### src/rtl/dff_arb_pkg.sv
// Shared types and defaults for the round-robin write arbiter over a single D register.
package dff_arb_pkg;

    typedef enum logic {
        IDLE = 1'b0,
        OWN  = 1'b1
    } state_t;

    localparam int N_DEF     = 4;
    localparam int W_DEF     = 8;
    localparam int BURST_DEF = 4;

    // Index width that stays at least one bit for degenerate sizes.
    function automatic int idx_w(input int n);
        return (n > 1) ? $clog2(n) : 1;
    endfunction

endpackage

### src/rtl/rr_pick.sv
// Combinational round-robin pick: first req bit searching upward from ptr+1, wrapping at N-1.
// Zero latency; no flow control, oh is all zero and vld low when nothing requests.
module rr_pick
#(
    parameter int N  = 4,
    parameter int PW = 2
)(
    input  logic [N-1:0]  req,
    input  logic [PW-1:0] ptr,
    output logic [N-1:0]  oh,
    output logic          vld
);

    always_comb begin
        oh  = '0;
        vld = |req;
        // Walk the search order backwards so the earliest hit is the last one written.
        for (int k = N; k >= 1; k--) begin
            if (req[(int'(ptr) + k) % N]) begin
                oh = '0;
                oh[(int'(ptr) + k) % N] = 1'b1;
            end
        end
    end

endmodule

### src/rtl/dff_write_arbiter.sv
// Round-robin arbiter granting N requesters bursts of writes into one shared W-bit register.
// Grant one edge after req, first write the edge after; a dropped req or a burst limit with others waiting releases the grant.
module dff_write_arbiter
    import dff_arb_pkg::*;
#(
    parameter int N     = N_DEF,
    parameter int W     = W_DEF,
    parameter int BURST = BURST_DEF
)(
    input  logic           clk,
    input  logic           R,
    input  logic [N-1:0]   req,
    input  logic [N*W-1:0] D,
    output logic [N-1:0]   gnt,
    output logic [N-1:0]   ack,
    output logic [W-1:0]   Q,
    output logic [W-1:0]   q
);

    localparam int PW = idx_w(N);
    localparam int CW = idx_w(BURST + 1);
    localparam logic [CW-1:0] CNT_MAX = CW'(BURST);
    localparam logic [PW-1:0] PTR_RST = PW'(N - 1);

    state_t        state, state_nxt;
    logic [N-1:0]  gnt_nxt, ack_nxt;
    logic [W-1:0]  d_nxt, d_sel;
    logic [CW-1:0] cnt, cnt_nxt, cnt_inc;
    logic [PW-1:0] ptr, ptr_nxt, pick_idx;
    logic [N-1:0]  pick_oh;
    logic          pick_vld;
    logic          own_req, others;

    rr_pick #(.N(N), .PW(PW)) u_pick (
        .req (req),
        .ptr (ptr),
        .oh  (pick_oh),
        .vld (pick_vld)
    );

    always_comb begin
        pick_idx = '0;
        for (int i = 0; i < N; i++) begin
            if (pick_oh[i]) pick_idx = PW'(i);
        end
    end

    // ptr always names the current owner while in OWN.
    assign d_sel   = D[int'(ptr)*W +: W];
    assign own_req = |(req & gnt);
    assign others  = |(req & ~gnt);
    assign cnt_inc = cnt + 1'b1;

    always_comb begin
        state_nxt = state;
        gnt_nxt   = gnt;
        ack_nxt   = '0;
        d_nxt     = Q;
        cnt_nxt   = cnt;
        ptr_nxt   = ptr;
        case (state)
            IDLE: begin
                if (pick_vld) begin
                    gnt_nxt   = pick_oh;
                    ptr_nxt   = pick_idx;
                    cnt_nxt   = '0;
                    state_nxt = OWN;
                end
            end
            OWN: begin
                if (own_req) begin
                    d_nxt   = d_sel;
                    ack_nxt = gnt;
                    cnt_nxt = cnt_inc;
                    if (cnt_inc == CNT_MAX) begin
                        if (others) begin
                            gnt_nxt   = '0;
                            state_nxt = IDLE;
                        end else begin
                            cnt_nxt = '0;
                        end
                    end
                end else begin
                    gnt_nxt   = '0;
                    state_nxt = IDLE;
                end
            end
            default: begin
                gnt_nxt   = '0;
                state_nxt = IDLE;
            end
        endcase
    end

    always_ff @(posedge clk or posedge R) begin
        if (R) begin
            Q     <= '0;
            gnt   <= '0;
            ack   <= '0;
            state <= IDLE;
            cnt   <= '0;
            ptr   <= PTR_RST;
        end else begin
            Q     <= d_nxt;
            gnt   <= gnt_nxt;
            ack   <= ack_nxt;
            state <= state_nxt;
            cnt   <= cnt_nxt;
            ptr   <= ptr_nxt;
        end
    end

    assign q = ~Q;

endmodule

### config.mk
export PLATFORM = sky130hd
export DESIGN_NAME = dff_write_arbiter
export DESIGN_NICKNAME = d
export VERILOG_FILES = /design/src/rtl/dff_arb_pkg.sv /design/src/rtl/rr_pick.sv /design/src/rtl/dff_write_arbiter.sv
export SDC_FILE = /design/constraint.sdc
export NUM_CORES = 1
export LEC_CHECK = 0
export CORE_MARGIN = 10
export CORE_UTILIZATION = 39
export DETAILED_ROUTE_END_ITERATION = 8
export PLACE_DENSITY = 0.83
export REMOVE_ABC_BUFFERS = 1
export SKIP_CTS_REPAIR_TIMING = 1
export SLEW_MARGIN = 20
export SYNTH_ARGS = -nofsm -noshare
export SYNTH_HDL_FRONTEND = slang
export SYNTH_SLANG_ARGS = --single-unit
export TNS_END_PERCENT = 10
### constraint.sdc
create_clock -name clk -period 3.1 [get_ports clk]
set_input_delay 0.465 -clock clk [delete_from_list [all_inputs] [get_ports clk]]
set_output_delay 0.465 -clock clk [all_outputs]
set_load 0.005 [all_outputs]
### Yosys cells after proc, flatten, opt, wreduce, memory -nomap -nowiden

Index checks and enable logic that the tools add are counted.

| word-level totals | value |
|---|---|
| register bits | 22 |
| latch bits | 0 |
| bits in writable memories | 0 |
| bits in read-only memories | 0 |
| input bits | 38 |
| output and inout bits | 24 |
| logic and storage cells | 93 |
| memories kept | 0 |

| cells by class | value |
|---|---|
| $add $sub $neg | 5 |
| multipliers | 0 |
| div/mod/pow operators | 0 |
| $lt $le $gt $ge | 8 |
| equal/unequal tests | 5 |
| shift operators | 1 |
| mux-type cells | 44 |
| bitwise operators | 9 |
| reductions and logical operators | 15 |

Operators by type and width:

| cell | number |
|---|---|
| $mux 4 | 10 |
| $shiftx 32x6->8 | 1 |
| $mux 1 | 17 |
| $lt 3x4->1 const B | 4 |
| $ge 3x1->1 const B | 4 |
| $mux 3 | 4 |
| $reduce_or 4->1 | 3 |
| $and 4x4->4 | 2 |
| $bmux 1 s2 | 4 |
| $demux 1 s2 | 4 |
| $not 8->8 | 1 |
| $pmux 4 s2 | 1 |
| $reduce_or 2->1 | 4 |
| $ne 3x2->1 const B | 2 |
| $pmux 3 s2 | 1 |
| $reduce_and 2->1 | 3 |
| $add 2x1->2 const B | 2 |
| $add 2x2->2 const B | 2 |
| $and 1x1->1 const A | 4 |
| $logic_and 1x1->1 | 4 |
| $mux 2 | 2 |
| $not 4->4 | 1 |
| $add 3x1->3 const B | 1 |
| $eq 3x3->1 const B | 1 |
| other kinds (5) | 5 |

### Logic depth before layout (Yosys ltp)

Gate-level depths: netlist of the first run.

| depth | value |
|---|---|
| word-level depth | 14 |
| depth in mapped cells | 9 |
| depth with buffers taken out | 7 |

### Cells and area by module

From an unflattened synthesis of the first run, not the netlist that was laid out.

| second synthesis, totals | value |
|---|---|
| cells, all modules | 139 |
| area total of the unflattened synthesis | 1,550.2 um^2 |

Modules (own cells, without submodules):

| module | instances | cells each | area each (um^2) | sequential area each (um^2) |
|---|---|---|---|---|
| dff_write_arbiter | 1 | 94 | 1,164.9 | 553.0 |
| rr_pick | 1 | 45 | 385.4 | 0.0 |

### Least setup slack after synthesis of the first run

OpenSTA, ideal clock, no wires.

| timing path | value |
|---|---|
| kind | register to register |
| start point | register ptr[0] |
| end point | register ptr[0] |
| library setup time | 0.085 ns |
| data arrival time | 2.811 ns |
| data required time | 3.015 ns |
| path slack | 0.204 ns |
| cell stages (with the launch flop) | 10 |
| buffers on the path | 2 |
| period minus slack after synthesis | 2.896 ns |
| cells stage by stage | dfstp_2 buf_6 buf_2 inv_1 ha_1 mux4_2 or2_1 a221o_1 a31o_2 o221ai_1 |

| between the ends | value |
|---|---|
| longest elaborated chain between the ends | 14 |
| elaborated cells on any way between the ends | 51 |
| those cells by class | add/sub: 4; order compare: 8; mux: 27; bitwise: 4; reduce/logical: 8 |

RTL lines:

| element | line | source |
|---|---|---|
| start, declared | dff_write_arbiter.sv:29 | `logic [PW-1:0] ptr, ptr_nxt, pick_idx;` |
| start signal, assigned | dff_write_arbiter.sv:109 | `ptr <= ptr_nxt;` |
| $add 2x1->2 | rr_pick.sv:19, rr_pick.sv:21 |  |
| $reduce_or 2->1 (no source line) | n/a |  |
| $and 1x1->1 (no source line) | n/a |  |
| $lt 3x4->1 (not written as such) / $ge 3x1->1 (equally long branches) | rr_pick.sv:21 | `oh[(int'(ptr) + k) % N] = 1'b1;` |
| $logic_and 1x1->1 (not written as such) | rr_pick.sv:21 |  |
| $mux 1 (not written as such) | rr_pick.sv:21 |  |
| $demux 1 s2 | n/a |  |
| $mux 4 (3 in a row) | rr_pick.sv:19 | `if (req[(int'(ptr) + k) % N]) begin` |
| $mux 4 (*) | rr_pick.sv:19 |  |
| $mux 1 | dff_write_arbiter.sv:44 | `if (pick_oh[i]) pick_idx = PW'(i);` |
| $mux 2 | dff_write_arbiter.sv:44 |  |
| $mux 2 (*) | dff_write_arbiter.sv:44 |  |

Every way passes the cells marked *; elsewhere a longest branch is shown, timed or not. The select of a mux whose other input is x is not followed.
A chain may end at the register's enable or synchronous reset.

### Worst setup path in the final report of the first run

Ends and elaborated chain as after synthesis.

==> run_results.csv, run 1 <==
group,metric,value,unit
outcome,status,"finished clean",
sta,period_share,0.8296,
detailed_routing,drt_wl_total,4.346,mm
synth,yosys.area.top_type,"dfrtp_1",
sta,maxSlewViolCount,0,
sta,rsz0062_at_grt,"false",
pwr,ir_drop,541.0,uV
clock_network,clk_latency,0.27,ns
synth,syn_area_per_cell,11.53,sq um
synth,synth-compound-area-share,0.1169,
pwr,p_clk_frac,0.134,
setup_path,arrival,2.76,ns
clock_network,clockRootBuffer,"clkbuf_8",
detailed_routing,ant_nets,0,
floorplan,fp-row-count,22,
pwr,power.density,906.0,nW/um^2
setup_path,rrSetupSlack,0.53,ns
finish,final_util,0.6031,
sta,setup_viol,0,
synth,synth_top_family_by_area,"multiplexers",
grt,antenna_found_initial,0,
floorplan,io_pins,62,
floorplan,core_area,3689,sq um
pwr,p_int,1280,uW
setup_path,reg2reg_to,"ptr[0]$_DFFE_PP1P_",
detailed_routing,drc_errors,0,
worst_hold_path,hold_end,"cnt[0]$_DFFE_PP0P_",
detailed_routing,drt_iter0_drc,56,
synth,synth_warnings,0,
pwr,leakagePower,0.0009303,uW
clock_network,clkTransAtPathRegs,0.08,ns
sta,max_slew_margin,0.4511,
synth,synth_cells,129,
grt,grt_max_degree,23,
clock_network,cts-htree-levels,1,
placed_design,io_buffer_count,61,
placed_design,gp_congestion,0.8401,
job,cap_violations,0,
sta,finClkSkew,0.006198,ns
setup_path,timing.rr.start,"ptr[0]$_DFFE_PP1P_",
setup_path,crit_type,"reg -> reg",
grt,grtUsageTotal,0.1289,
synth,syn-cell-area,1488,sq um
grt,grt.overflow.total,0,
clock_network,cts_buffer_depth,2,
detailed_routing,dr.pass1.iters,4,
setup_path,r2r_cells,7,
detailed_routing,vias_per_cell,5.350,
sta,max_freq,388.8,MHz
synth,synth_cell_types,41,
detailed_routing,avgRoutedWirePerCell,18.11,um
pwr,sw_frac_of_total,0.3651,
finish,drive_above_1_share,0.1719,
placed_design,hpwl,3.537,mm
synth,ys_ff_latch,22,
clock_network,cts_tree,"done",
sta,hold_violations,0,
pwr,switchingPower,735.9,uW
setup_path,start_kind,"flop",
synth,synth_mux_area_frac,0.2422,
finish,n_antenna_cell,0,
synth,synthXorXnorAreaFrac,0,
floorplan,die_h,81.76,um
sta,tns,0,ns
sta,period_minus_slack,2.572,ns
synth,synth_top_cell_area_share,0.3364,
setup_path,critPathLaunch,"ptr[0]$_DFFE_PP1P_",
grt,grt_pass1_vias,1369,
floorplan,die_area,6685,sq um
detailed_routing,via_count,1284,
worst_hold_path,min_path_cells,1,
synth,yosysSeqAreaShare,0.3717,
worst_hold_path,hold_path_class,"reg -> reg",
grt,grt_pass1_wl,6.741,mm
clock_network,numCtsBuffers,3,
setup_path,crit_required,3.29,ns
pwr,comb_power_share,0.625,
synth,synthAdderAreaFrac,0.08410,
floorplan,die_width,81.76,um
synth,synth_area_leaders,"dfrtp_1 (34%), mux4_2 (18%), ha_1 (8.4%), mux2_2 (6.1%), inv_1 (5.0%)",
floorplan,initial_core_util,0.4033,
setup_path,worstSetupEndpointType,"flop",
finish,area_delta_synth_final,49.54,%
sta,tightest_slew,0.8225,ns
clock_network,cts.sinks,22,
setup_path,critPathMaxFanout,8,
worst_hold_path,hold_start,"cnt[0]$_DFFE_PP0P_",
pwr,p_seq_frac,0.241,
synth,synth-simple-area-share,0.1161,
finish,fin_nets,241,
-- sequential cells by signal (all words and copies together) (netlist names) --
register  cells
Q             8
ack           4
cnt           3
gnt           4
ptr           2
state         1
-- metrics by stage --
step	cells	hold WS [ns]	power [uW]	area (sq um)	setup WS (ns)
after floorplan	124	0.4527	1219	1460	0.3179
after global placement	236	0.4833	1721	2153	0.5385
after detailed placement	236	0.5012	1748	2153	0.5052
after CTS	240	0.5136	2030	2225	0.5249
after global routing	240	0.5427	2156	2225	0.4240
final	240	0.5099	2015	2225	0.5282
-- cells in the final DEF (no fill, tap or decap), drive strengths merged --
cell / synthesis / routed
inv: 20 / 20
a22oi: 1 / 1
nand4: 1 / 1
o221ai: 1 / 1
nor2b: 4 / 4
buf: 2 / 3
nor3b: 1 / 1
dfrtp: 20 / 20
a21oi: 1 / 1
a2111o: 1 / 1
nand2b: 3 / 3
a21o: 1 / 1
nor4b: 2 / 2
a221o: 2 / 2
bufinv: 0 / 1
o211ai: 2 / 2
nand3: 4 / 4
a211oi: 1 / 1
or2: 3 / 3
nor2: 6 / 6
clkbuf: 3 / 3
ha: 10 / 10
mux4: 12 / 12
dfstp: 2 / 2
a22o: 2 / 2
a21boi: 1 / 1
clkdlybuf4s50: 0 / 61
nor3: 1 / 1
a31o: 1 / 1
nand2: 1 / 1
o41ai: 1 / 1
o22ai: 1 / 1
or4: 1 / 1
mux2: 8 / 8
o2111ai: 1 / 1
a211o: 1 / 1
and2b: 1 / 1
nor4: 1 / 1
o21ai: 5 / 5
-- cells by family after synthesis --
logic type / count (synthesis)
adders and majority gates: 10
muxes: 20
DFF: 22
buffers and inverters: 25
AOI/OAI and AO/OA: 23
and+or+nand+nor: 29
-- how the worst max path moves through the flow --
stage	end	slack, ns
3_3_place_gp	gnt[0]$_DFFE_PP0P_	0.54
3_5_place_dp	gnt[0]$_DFFE_PP0P_	0.51
2_1_floorplan	ptr[0]$_DFFE_PP1P_	0.32
5_1_grt	ptr[0]$_DFFE_PP1P_	0.42
4_1_cts	ptr[0]$_DFFE_PP1P_	0.52
6_report	ptr[0]$_DFFE_PP1P_	0.53
-- cell type report --
class	instances	area [sq um]
clock buffers	3	41.29
clock inverters	1	30.03
fillers	318	1464
inverters	20	75.07
multi-input cells	82	832.0
flip-flops and latches	22	553.0
well taps	48	60.06
repair buffers	64	633.1
-- cells in the mapped netlist (all sizes together) --
master / number
a2111o: 1
a211o: 1
a211oi: 1
a21boi: 1
a21o: 1
a21oi: 1
a221o: 2
a22o: 2
a22oi: 1
a31o: 1
and2b: 1
buf: 2
clkbuf: 3
dfrtp: 20
dfstp: 2
ha: 10
inv: 20
mux2: 8
mux4: 12
nand2: 1
nand2b: 3
nand3: 4
nand4: 1
nor2: 6
nor2b: 4
nor3: 1
nor3b: 1
nor4: 1
nor4b: 2
o2111ai: 1
o211ai: 2
o21ai: 5
o221ai: 1
o22ai: 1
o41ai: 1
or2: 3
or4: 1
-- worst max-delay path: stages (launching register included) --
cell and delay, ns:
dfstp_2 0.53, inv_1 0.09, ha_1 0.35, mux4_2 0.61
or2_1 0.26, a221o_1 0.30, a31o_2 0.21, o221ai_1 0.14
-- power by group through the flow --
stage	Combinational, uW	Clock [uW]	Sequential [uW]
3_5_place_dp	1260	0	493
4_1_cts	1270	270	488
6_report	1260	270	487
3_3_place_gp	1230	0	487
5_1_grt	1370	278	505
2_1_floorplan	670	0	550
-- per-layer routing --
metal,global-route usage,share of wire,up-vias
met4,0.06293,0.020,0
met5,0,0,-
met1,0.1309,0.34,644
li1,-,-,600
met2,0.2500,0.62,32
met3,0.01747,0.029,8
Note: power is estimated with default switching activity, not from simulation.
==> run 2, diff against run 1 <==
==> constraint.sdc (replaced) <==
create_clock -name clk -period 2.19 [get_ports clk]
set_input_delay 0.3285 -clock clk [delete_from_list [all_inputs] [get_ports clk]]
set_output_delay 0.3285 -clock clk [all_outputs]
set_load 0.005 [all_outputs]
==> run 2 against run 1 <==
Net effect:
- critical path type unchanged
- total power is 55% higher
- register-to-register slack worse by 0.69 ns
- cell count is 7.9% higher
- the flow now finishes with violations (setup timing)
- via count is 2.7% higher
- worst setup slack worse by 0.69 ns
==> run_results.csv, run 2 (synthesized netlist as in run 1, its figures left out) <==
group,metric,value,unit
sta,hold_violations,0,
sta,rsz0062_at_grt,"true",
finish,mostFrequentLayoutCell,"clkdlybuf4s50_1",
finish,top_regs,"Q (8), ack (4), gnt (4)",
detailed_routing,drt_iter0_drc,54,
sta,period_share,1.076,
clock_network,clockRootBuffer,"clkbuf_8",
setup_path,cp_cell_sequence,"inv_2 -> ha_4 -> mux4_2 -> or2_1 -> a221o_1 -> a31o_2 -> o221ai_2",
placed_design,gp_congestion,0.8969,
setup_path,max_stage_delay,0.54,ns
setup_path,crit_type,"reg -> reg",
floorplan,die_area,6685,sq um
setup_path,critPathBufInv,1,
detailed_routing,drc_errors,0,
detailed_routing,via_count,1319,
finish,layout_common_cells,"clkdlybuf4s50_1 (61), buf_4 (22), dfrtp_1 (20), inv_1 (18), mux4_2 (12)",
clock_network,cts_buffer_depth,2,
clock_network,clk_latency,0.27,ns
placed_design,hpwl,3.702,mm
clock_network,clkTransAtPathRegs,0.08,ns
sta,max_slew_margin,0.6701,
outcome,status,"complete, but fails checks",
outcome,failed_checks,"setup timing",
setup_path,arrival,2.54,ns
grt,antenna_found_initial,0,
grt,grt.overflow.total,0,
pwr,power.density,1306,nW/um^2
clock_network,numCtsBuffers,3,
floorplan,initial_core_util,0.4033,
floorplan,die_width,81.76,um
worst_hold_path,hold_path_class,"in -> async",
setup_path,worstSetupEndpointType,"flop",
pwr,ir_drop,582.2,uV
clock_network,cts-htree-levels,1,
floorplan,fp-row-count,22,
setup_path,r2r_cells,7,
detailed_routing,vias_per_cell,5.093,
sta,max_freq,424.4,MHz
sta,period_minus_slack,2.356,ns
placed_design,dp_slack,-0.2139,ns
sta,finClkSkew,0.008567,ns
job,cap_violations,0,
sta,tightest_slew,0.4904,ns
detailed_routing,avgRoutedWirePerCell,17.32,um
pwr,total_power,3125,uW
detailed_routing,ant_nets,0,
setup_path,worst_path_max_delay_cell,"dfstp_2",
finish,drive_above_1_share,0.2701,
finish,n_antenna_cell,0,
grt,grt_pass1_vias,1297,
pwr,leakagePower,0.001020,uW
floorplan,die_h,81.76,um
setup_path,crit_required,2.37,ns
setup_path,cp.depth,7,
finish,area_delta_synth_final,60.81,%
detailed_routing,drt_wl_total,4.487,mm
setup_path,cpLargestDelayFamily,"compound AO/OA/AOI/OAI gates",
finish,fin_cells,259,
floorplan,io_pins,62,
finish,largest_reg_flops,8,
sta,setup_viol,6,
sta,maxSlewViolCount,0,
setup_path,rrSetupSlack,-0.17,ns
grt,grt_max_degree,23,
detailed_routing,dr.pass1.iters,4,
floorplan,core_area,3689,sq um
clock_network,cts_tree,"done",
grt,grtUsageTotal,0.1278,
placed_design,dpl.cell_count,255,
finish,fin_nets,260,
setup_path,critPathMaxFanout,5,
placed_design,io_buffer_count,61,
grt,grt_pass1_wl,6.693,mm
sta,setup_ws,-0.1664,ns
finish,largest_register,"Q",
setup_path,start_kind,"flop",
finish,fillers,279,
clock_network,cts.sinks,22,
-- run 2: through the flow --
stage	area (sq um)	TNS (ns)	hold slack [ns]	util
global placement	2296	-0.8150	0.4836	0.6225
finish	2392	-0.5195	0.3846	0.6486
global route	2392	-1.079	0.4395	0.6486
detailed placement	2296	-0.9589	0.5125	0.6225
CTS	2367	-0.9667	0.3885	0.6418
floorplan	1460	-2.729	0.3162	-
-- run 2: tightest hold or removal path, delay by kind of cell --
| family | cells | cell delay [ns] |
|---|---|---|
| buffers and inverters | 3 | 0.71 |
-- run 2: final cells by class --
class / instances / area, sq um / area share
Inverter: 20 / 75.07 / 0.03138
Sequential cell: 22 / 553.0 / 0.2312
Multi-Input combinational cell: 82 / 857.1 / 0.3583
Timing Repair Buffer: 83 / 775.7 / 0.3243
Clock inverter: 1 / 30.03 / 0.01255
Clock buffer: 3 / 41.29 / 0.01726
Tap cell: 48 / 60.06 / 0.02510
-- run 2: report_power, final --
group          total [uW]  switching [uW]  internal (uW)
clock network         378             134            244
logic                2050             864           1190
registers             695             116            579
total                3130            1110           2010
-- run 2: metal layers --
layer,up-vias,global-route usage,routed length (um),share of wire
li1,642,-,-,-
met1,661,0.1429,1645,0.37
met2,14,0.2469,2752,0.61
met3,2,0.01747,64,0.014
met4,0,0.03061,24,0.0053
met5,-,0,0,0
-- run 2: worst paths after layout --
path	start	end
max	ptr[1]$_DFFE_PP1P_	ptr[0]$_DFFE_PP1P_
max in group asynchronous	R	ptr[0]$_DFFE_PP1P_
max reg2reg	ptr[1]$_DFFE_PP1P_	ptr[0]$_DFFE_PP1P_
min reg2reg	cnt[1]$_DFFE_PP0P_	cnt[1]$_DFFE_PP0P_
min	R	Q[1]$_DFFE_PP0N_
min in group clk	cnt[1]$_DFFE_PP0P_	cnt[1]$_DFFE_PP0P_
==> patch 1, RTL diff (settings of run 1) <==
`W_DEF`: 8 -> 6.
--- a/src/rtl/dff_arb_pkg.sv
+++ b/src/rtl/dff_arb_pkg.sv
@@ -7,7 +7,7 @@
     } state_t;
 
     localparam int N_DEF     = 4;
-    localparam int W_DEF     = 8;
+    localparam int W_DEF     = 6;
     localparam int BURST_DEF = 4;
 
     // Index width that stays at least one bit for degenerate sizes.
Ports: changed (resized D, Q and q); port bits go from 62 to 50. No check against the original RTL was run, so the function may have changed too.
==> patch 1 against run 1 <==
Cell count decreased by 8.3%. Setup slack got worse by 0.20 ns. Largest cell class unchanged. Die area decreased by 5.0%. First-iteration DRC count increased by 96%. Routed wire length decreased by 8.1%. Critical endpoint unchanged. Total power decreased by 14%. Sequential cell count decreased by 2. Design area decreased by 11%. Area after synthesis decreased by 6.6%.
==> patch 1: results (changes against run 1) <==
metric,value,unit,change
grt met1 use,0.124,,-0.00727
ClkCell Share,0.0266,,-0.00546
mux cell area share after synthesis,0.184,,-0.0584
register area,503,sq um,-9.0%
fill cell count,265,,-17%
Synth area leaders,"dfrtp_1 32%, mux4_1 15%, ha_1 9.0%",,
complex-gate fraction of the synthesized area,0.178,,+0.0615
"Max stage delay cell, worst path",dfstp_2,,
final std cells w/o fill,220,,-8.3%
largest net degree at the start of global routing,21,,-8.7%
Routed WL per cell,18.1,um,+0.20%
layout cells sized above 1,0.0862,,-0.0857
multi-input logic area,793,sq um,-4.7%
Leak,0.849,nW,-8.7%
Vias/cell,5.60,,+4.7%
Register-to-Register Setup Slack,0.33,ns,-0.20 ns
WHS,0.523,ns,+0.0135 ns
Worst EP arrival,3.00,ns,+0.24 ns
worst-margin pin slew,0.715,ns,-0.107 ns
inverters,17,,-15%
signal buffers share of area,0.256,,-0.0287
maximum fanout along the worst path,13,,+5
All-Layer GR Usage,0.124,,-0.00443
share of the yosys chip area belonging to registers,0.362,,-0.00958
status,"complete, no violations",,
first-pass GRT wire length,6130,um,-9.0%
DP Area,1920,sq um,-11%
clock slew at reported path FFs,0.11,ns,+0.03 ns
seq_cells,20,,-9.1%
Hold Path Stages,2,,+1
vias in the first global route,1229,,-10%
Post-DP HPWL,3160,um,-11%
GR Layer Usage met2,0.244,,-0.00647
placed cell count,216,,-8.5%
WL met1,1440,um,-1.4%
Largest regs,"Q x6, ack x4, gnt x4",,
Avg Synthesized Cell Area,11.2,sq um,-2.9%
Synth cell types,33,,-20%
Tmin final,2.77,ns,+0.202 ns
Peak VDD IR,0.000267,V,-51%
==> patch 1: cell count changes after synthesis, sizes merged, moves of 4 or more <==
cell	delta
nor2	-4
o21ai	+4
nand2	+8
and2	+4
a21oi	+4
mux2	-8
==> patch 1: logic make-up (layout without fill, tap and decap cells) <==
| kind of cell | count (synthesis) | in the layout |
|---|---|---|
| AND/OR/NAND/NOR | 29 | 29 |
| flip-flops | 20 | 20 |
| buffers and inverters | 22 | 72 |
| AO/OA/AOI/OAI | 33 | 33 |
| multiplexers | 10 | 10 |
| adder cells (fa/ha/maj) | 10 | 10 |
==> patch 1: report_power, final <==
part,switching (mW),internal [mW],total (mW)
Combinational,0.491,0.539,1.03
Clock,0.0806,0.131,0.211
Sequential,0.115,0.369,0.485
==> patch 1: worst min-delay path, stage by stage, from the launching register on <==
cell	delay (ns)
dfrtp_1	0.37
nand3_1	0.07
nand2_1	0.06
